===== config.mk =====
export PLATFORM = sky130hd
export DESIGN_NAME = cordic_sine_arbiter
export DESIGN_NICKNAME = d
export VERILOG_FILES = /design/src/rtl/cordic_sine_arbiter.sv
export SDC_FILE = /design/constraint.sdc
export NUM_CORES = 1
export LEC_CHECK = 0
export CORE_MARGIN = 8
export CORE_UTILIZATION = 30
export CTS_BUF_LIST = sky130_fd_sc_hd__clkbuf_8
export CTS_CLUSTER_SIZE = 24
export DETAILED_ROUTE_END_ITERATION = 8
export PLACE_DENSITY = 0.8
export RECOVER_POWER = 25
export SLEW_MARGIN = 20
export SYNTH_ARGS = -nofsm -noshare
export SYNTH_HDL_FRONTEND = slang
export SYNTH_SLANG_ARGS = --single-unit

===== constraint.sdc =====
create_clock -name clk -period 1.7 [get_ports clk]
set_input_delay 0.17 -clock clk [delete_from_list [all_inputs] [get_ports clk]]
set_output_delay 0.17 -clock clk [all_outputs]
set_load 0.05 [all_outputs]

===== src/rtl/cordic_sine_arbiter.sv =====
// -----------------------------------------------------------------------------
// cordic_sine_arbiter
//   Shares one cordic_sine engine between NUM_REQ requesters. Requesters are
//   granted in round-robin order. Each granted angle is issued to the engine
//   with a one-cycle start pulse. The sine result is returned with the
//   requester index on a single response channel that supports backpressure.
//
// Optional feature: define CORDIC_ARB_TIMEOUT_EN to enable a WAIT-state
//   watchdog. If the engine does not answer within TIMEOUT cycles, the block
//   returns rsp_err=1 with rsp_data=0. Without the macro, rsp_err is tied to 0
//   and WAIT has no time limit.
//
// Parameters:
//   NUM_REQ  number of requesters (2..16)
//   ID_W     requester ID width (>= clog2(NUM_REQ))
//   TIMEOUT  watchdog limit in cycles (used only with CORDIC_ARB_TIMEOUT_EN)
//
// Ports:
//   clk, rst   rising-edge clock, synchronous active-high reset
//   req_valid  per-requester request valid
//   req_angle  flattened angles; slice i = [32i+31:32i]
//   req_ready  one-hot accept strobe (combinational, IDLE only)
//   rsp_valid  response valid
//   rsp_ready  response consumer ready
//   rsp_id     requester index of the response
//   rsp_data   sine result
//   rsp_err    watchdog error flag
//   eng_start  one-cycle engine start pulse
//   eng_angle  engine input angle
//   eng_sine   engine result
//   eng_valid  engine result valid (sampled only in WAIT)
//   busy       high whenever the FSM is not in IDLE
// -----------------------------------------------------------------------------
module cordic_sine_arbiter #(
  parameter int unsigned NUM_REQ = 4,
  parameter int unsigned ID_W    = 2,
  parameter int unsigned TIMEOUT = 64
) (
  input  logic                    clk,
  input  logic                    rst,
  input  logic [NUM_REQ-1:0]      req_valid,
  input  logic [NUM_REQ*32-1:0]   req_angle,
  output logic [NUM_REQ-1:0]      req_ready,
  output logic                    rsp_valid,
  input  logic                    rsp_ready,
  output logic [ID_W-1:0]         rsp_id,
  output logic [31:0]             rsp_data,
  output logic                    rsp_err,
  output logic                    eng_start,
  output logic [31:0]             eng_angle,
  input  logic [31:0]             eng_sine,
  input  logic                    eng_valid,
  output logic                    busy
);

  localparam int unsigned IW = (NUM_REQ > 1) ? $clog2(NUM_REQ) : 1;

  localparam logic [1:0] S_IDLE  = 2'd0;
  localparam logic [1:0] S_ISSUE = 2'd1;
  localparam logic [1:0] S_WAIT  = 2'd2;
  localparam logic [1:0] S_RESP  = 2'd3;

  if (ID_W < IW || NUM_REQ < 2 || NUM_REQ > 16 || TIMEOUT < 1) begin : g_bad_cfg
    $error("cordic_sine_arbiter: illegal parameter combination");
  end

  logic [1:0]      r_state;
  logic [ID_W-1:0] r_rr_ptr;
  logic [31:0]     r_angle_q;
  logic [ID_W-1:0] r_id_q;
  logic [31:0]     r_rsp_data;
  logic            r_rsp_valid;

  logic [31:0]     w_angles [NUM_REQ];
  logic            w_found;
  logic [IW-1:0]   w_win_sel;
  logic [ID_W-1:0] w_winner;

  always_comb begin
    for (int unsigned i = 0; i < NUM_REQ; i++) begin
      w_angles[i] = req_angle[i*32 +: 32];
    end
  end

  // Search starts one past the last winner and wraps, so the previous
  // winner has the lowest priority in the next round.
  always_comb begin
    int unsigned idx;
    w_found   = 1'b0;
    w_win_sel = '0;
    w_winner  = '0;
    idx       = 0;
    for (int unsigned k = 1; k <= NUM_REQ; k++) begin
      idx = (32'(r_rr_ptr) + k) % NUM_REQ;
      if (!w_found && req_valid[IW'(idx)]) begin
        w_found   = 1'b1;
        w_win_sel = IW'(idx);
        w_winner  = ID_W'(idx);
      end
    end
  end

  // The handshake is combinational. Gating it with rst ensures that no
  // requester sees an accept while the block is held in reset.
  always_comb begin
    req_ready = '0;
    if (!rst && r_state == S_IDLE && w_found) begin
      req_ready[w_win_sel] = 1'b1;
    end
  end

`ifdef CORDIC_ARB_TIMEOUT_EN
  localparam int unsigned CW = $clog2(TIMEOUT + 1);
  logic [CW-1:0] r_wd_cnt;
  logic          r_rsp_err;

  always_ff @(posedge clk) begin
    if (rst) begin
      r_state     <= S_IDLE;
      r_rr_ptr    <= ID_W'(NUM_REQ - 1);
      r_angle_q   <= '0;
      r_id_q      <= '0;
      r_rsp_data  <= '0;
      r_rsp_valid <= 1'b0;
      r_rsp_err   <= 1'b0;
      r_wd_cnt    <= '0;
    end else begin
      case (r_state)
        S_IDLE: begin
          if (w_found) begin
            r_angle_q <= w_angles[w_win_sel];
            r_id_q    <= w_winner;
            r_rr_ptr  <= w_winner;
            r_state   <= S_ISSUE;
          end
        end
        S_ISSUE: begin
          r_wd_cnt <= '0;
          r_state  <= S_WAIT;
        end
        S_WAIT: begin
          if (eng_valid) begin
            r_rsp_data  <= eng_sine;
            r_rsp_valid <= 1'b1;
            r_rsp_err   <= 1'b0;
            r_state     <= S_RESP;
          end else if (r_wd_cnt == CW'(TIMEOUT - 1)) begin
            // The last allowed WAIT cycle has passed without a result.
            r_rsp_data  <= '0;
            r_rsp_valid <= 1'b1;
            r_rsp_err   <= 1'b1;
            r_state     <= S_RESP;
          end else begin
            r_wd_cnt <= r_wd_cnt + 1'b1;
          end
        end
        default: begin
          if (rsp_ready) begin
            r_rsp_valid <= 1'b0;
            r_rsp_err   <= 1'b0;
            r_state     <= S_IDLE;
          end
        end
      endcase
    end
  end

  assign rsp_err = r_rsp_err;
`else
  always_ff @(posedge clk) begin
    if (rst) begin
      r_state     <= S_IDLE;
      r_rr_ptr    <= ID_W'(NUM_REQ - 1);
      r_angle_q   <= '0;
      r_id_q      <= '0;
      r_rsp_data  <= '0;
      r_rsp_valid <= 1'b0;
    end else begin
      case (r_state)
        S_IDLE: begin
          if (w_found) begin
            r_angle_q <= w_angles[w_win_sel];
            r_id_q    <= w_winner;
            r_rr_ptr  <= w_winner;
            r_state   <= S_ISSUE;
          end
        end
        S_ISSUE: begin
          r_state <= S_WAIT;
        end
        S_WAIT: begin
          if (eng_valid) begin
            r_rsp_data  <= eng_sine;
            r_rsp_valid <= 1'b1;
            r_state     <= S_RESP;
          end
        end
        default: begin
          if (rsp_ready) begin
            r_rsp_valid <= 1'b0;
            r_state     <= S_IDLE;
          end
        end
      endcase
    end
  end

  assign rsp_err = 1'b0;
`endif

  assign rsp_valid = r_rsp_valid;
  assign rsp_id    = r_id_q;
  assign rsp_data  = r_rsp_data;
  assign eng_start = (r_state == S_ISSUE);
  assign eng_angle = r_angle_q;
  assign busy      = (r_state != S_IDLE);

endmodule


==> results.cfg <==
[setup_path]
crit_required_ps = 1530
cp_slowest_stage_delay_ps = 330
critPathKind = flip-flop to primary output
startpoint_type = flip-flop
crit_chain = inv_2 -> ha_4 -> clkinvlp_4 -> a21o_4 -> buf_8 -> nor3b_4 -> buf_12
cpMaxStageDelayCell = dfxtp_2
endpoint_kind = primary output
arrival_ps = 1700
crit_fanout = 3

[clock_tree]
clock-sinks = 71
cts_tree = yes
clockBufferDepth = 2
clkSlewWorstSetupHoldPaths_ps = 80
root_buffer = clkbuf_8
ctsHtreeMaxLevel = 3
insertion_delay_ps = 350
numCtsBuffers = 9

[placement]
dp_slack_ps = -695
place_congestion = 0.821
port_buffers = 240
place_hpwl_mm = 12.0

[layout]
final_common_cell = clkdlybuf4s50_1
final_cell_mix = clkdlybuf4s50_1, nand2_1, nor2_1
area_growth_pct = 92.1
fillers = 1056
num_antenna_cells = 0
drive_gt1_frac = 0.179
final_nets = 943

[die]
rows = 41
core_area_sq_mm = 0.0126
die-area_sq_mm = 0.0167
initial_core_util = 0.305
die-height_microns = 129
chipWidth_microns = 129
io_pins = 242

[worst_hold_path]
hold_class = primary input to flip-flop

[timing]
setup-violations-final = 36
drv_slew = 0
clock_skew_ps = 11.5
worst_slack_ps = -167
hold_viol_final = 0
rsz0062_at_grt = true
worst_slew_pin_slew_ps = 774
fmax_mhz = 536
max_slew_margin = 0.484
period_minus_slack_ps = 1870
fin_crit_sh = 1.10

[pwr]
cellLeakagePower_uw = 0.00321
ir_drop_mv = 0.878
finalPower_uw = 11900
p_per_area_mw_per_mm2 = 1610

[global_routing]
use_met1 = 0.206
grt_max_degree = 37
grt_pass1_wl_mm = 24.9
use_met3 = 0.0801
grt_use_met2 = 0.330
grt_pass1_vias = 4786
top_usage_layer = met2
grt_use_total = 0.193
grt_overflow = 0
grt_antenna_before_repair = 0

[logic_synthesis]
post_synth_inst_count = 497
netlist_area_sq_mm = 0.00384
ys_seq_area_frac = 0.370
synth_edf_count = 0
syn_avg_cell_area_sq_um = 7.72
ys_warn_count = 0
ys_ff_latch = 71
ys.flop_type = dfxtp_1
ys_async_sr_fraction = 0
ys_types = 42
syn_nets = 668

[status]
outcome = finished with violations
violations = negative setup slack

[route]
drc = 0
vias = 4658
wl_per_cell_microns = 18.1
drt_iter0_markers = 174
drt-total-wl_mm = 17.2
first_pass_iters = 4
ant_nets = 0
vias_per_cell = 4.91

[job]
drv_cap = 0
report_power, final:
group / internal (uW) / switching (uW)
clock network: 561 / 656
logic: 3480 / 4660
registers: 2200 / 299
total: 6240 / 5620
logic make-up (layout without fill, tap and decap cells):
kind of cell,count (synthesis),after routing,synth area share
DFF,71,71,0.370
other,1,1,0.000977
adders and majority gates,3,3,0.00978
AOI/OAI and AO/OA,123,124,0.229
muxes,34,34,0.0913
and+or+nand+nor,217,217,0.226
buffers and inverters,48,327,0.0730
routing by layer:
metal / vias to the layer above / wire length (microns)
met5: - / 0
met4: 0 / 405
met3: 27 / 1690
met2: 238 / 8260
met1: 2119 / 6800
li1: 2274 / -
path summary, 6_finish.rpt:
check	depth (start not counted)	startpoint	slack (ps)	to
worst max-delay path	7	r_state[1]$_SDFFE_PP0P_	-170	req_ready[0]
worst min-delay path	3	rst	290	eng_angle[11]$_SDFFE_PP0P_
worst max register to register	7	r_rr_ptr[1]$_SDFFE_PP1P_	-160	eng_angle[27]$_SDFFE_PP0P_
worst min register to register	2	rsp_data[22]$_SDFFE_PP0P_	450	rsp_data[22]$_SDFFE_PP0P_
area by class of cell:
class	instances	area, sq um	share of cell area
repair buffers	306	3120	0.423
well taps	172	215	0.0292
clock inverters	6	36.3	0.00492
inverters	5	22.5	0.00305
clock buffers	10	138	0.0187
flip-flops and latches	71	1430	0.194
multi-input cells	379	2410	0.327
synth_stat cells (all sizes together) (3+ instances only):
cell type,number,area share
nand2,118,0.12
nor2,75,0.073
dfxtp,71,0.37
a21oi,37,0.048
a221o,32,0.083
o21ai,29,0.038
buf,26,0.051
mux2i,26,0.068
clkbuf,17,0.017
nor3,13,0.017
a22o,8,0.018
mux2,8,0.023
inv,5,0.0049
ha,3,0.0098
nand2b,3,0.0049
nor2b,3,0.0055
state kept, by name, summed over array words and instances (netlist names):
| name | count |
|---|---|
| r_rr_ptr | 2 |
| eng_angle | 32 |
| rsp_valid | 1 |
| rsp_data | 32 |
| rsp_id | 2 |
| r_state | 2 |
worst max-delay path, delay by kind of cell (launching register included):
| family | cells | cell delay (ps) |
|---|---|---|
| and+or+nand+nor | 1 | 220 |
| buffers and inverters | 4 | 450 |
| DFF | 1 | 330 |
| AOI/OAI and AO/OA | 1 | 210 |
| adders and majority gates | 1 | 150 |
through the flow:
step | setup TNS [ps] | hold slack [ps] | util | area [sq um] | cells
after floorplan | -4350 | 306 | - | 3910 | 497
after global placement | -20620 | 442 | 0.530 | 6660 | 905
after detailed placement | -21560 | 445 | 0.530 | 6660 | 905
after CTS | -4610 | 249 | 0.569 | 7150 | 939
after global routing | -5630 | 287 | 0.587 | 7370 | 949
final | -3160 | 294 | 0.587 | 7370 | 949
timing repair:
action                                  4_1_cts  5_1_grt
endpoints found under the setup margin       49       53
setup buffers                                14        8
cloned                                        4        3
pin swaps                                    18       33
resized for setup                            50       57
hold buffers                                  0        0
Power figures use the tool's default switching activity.
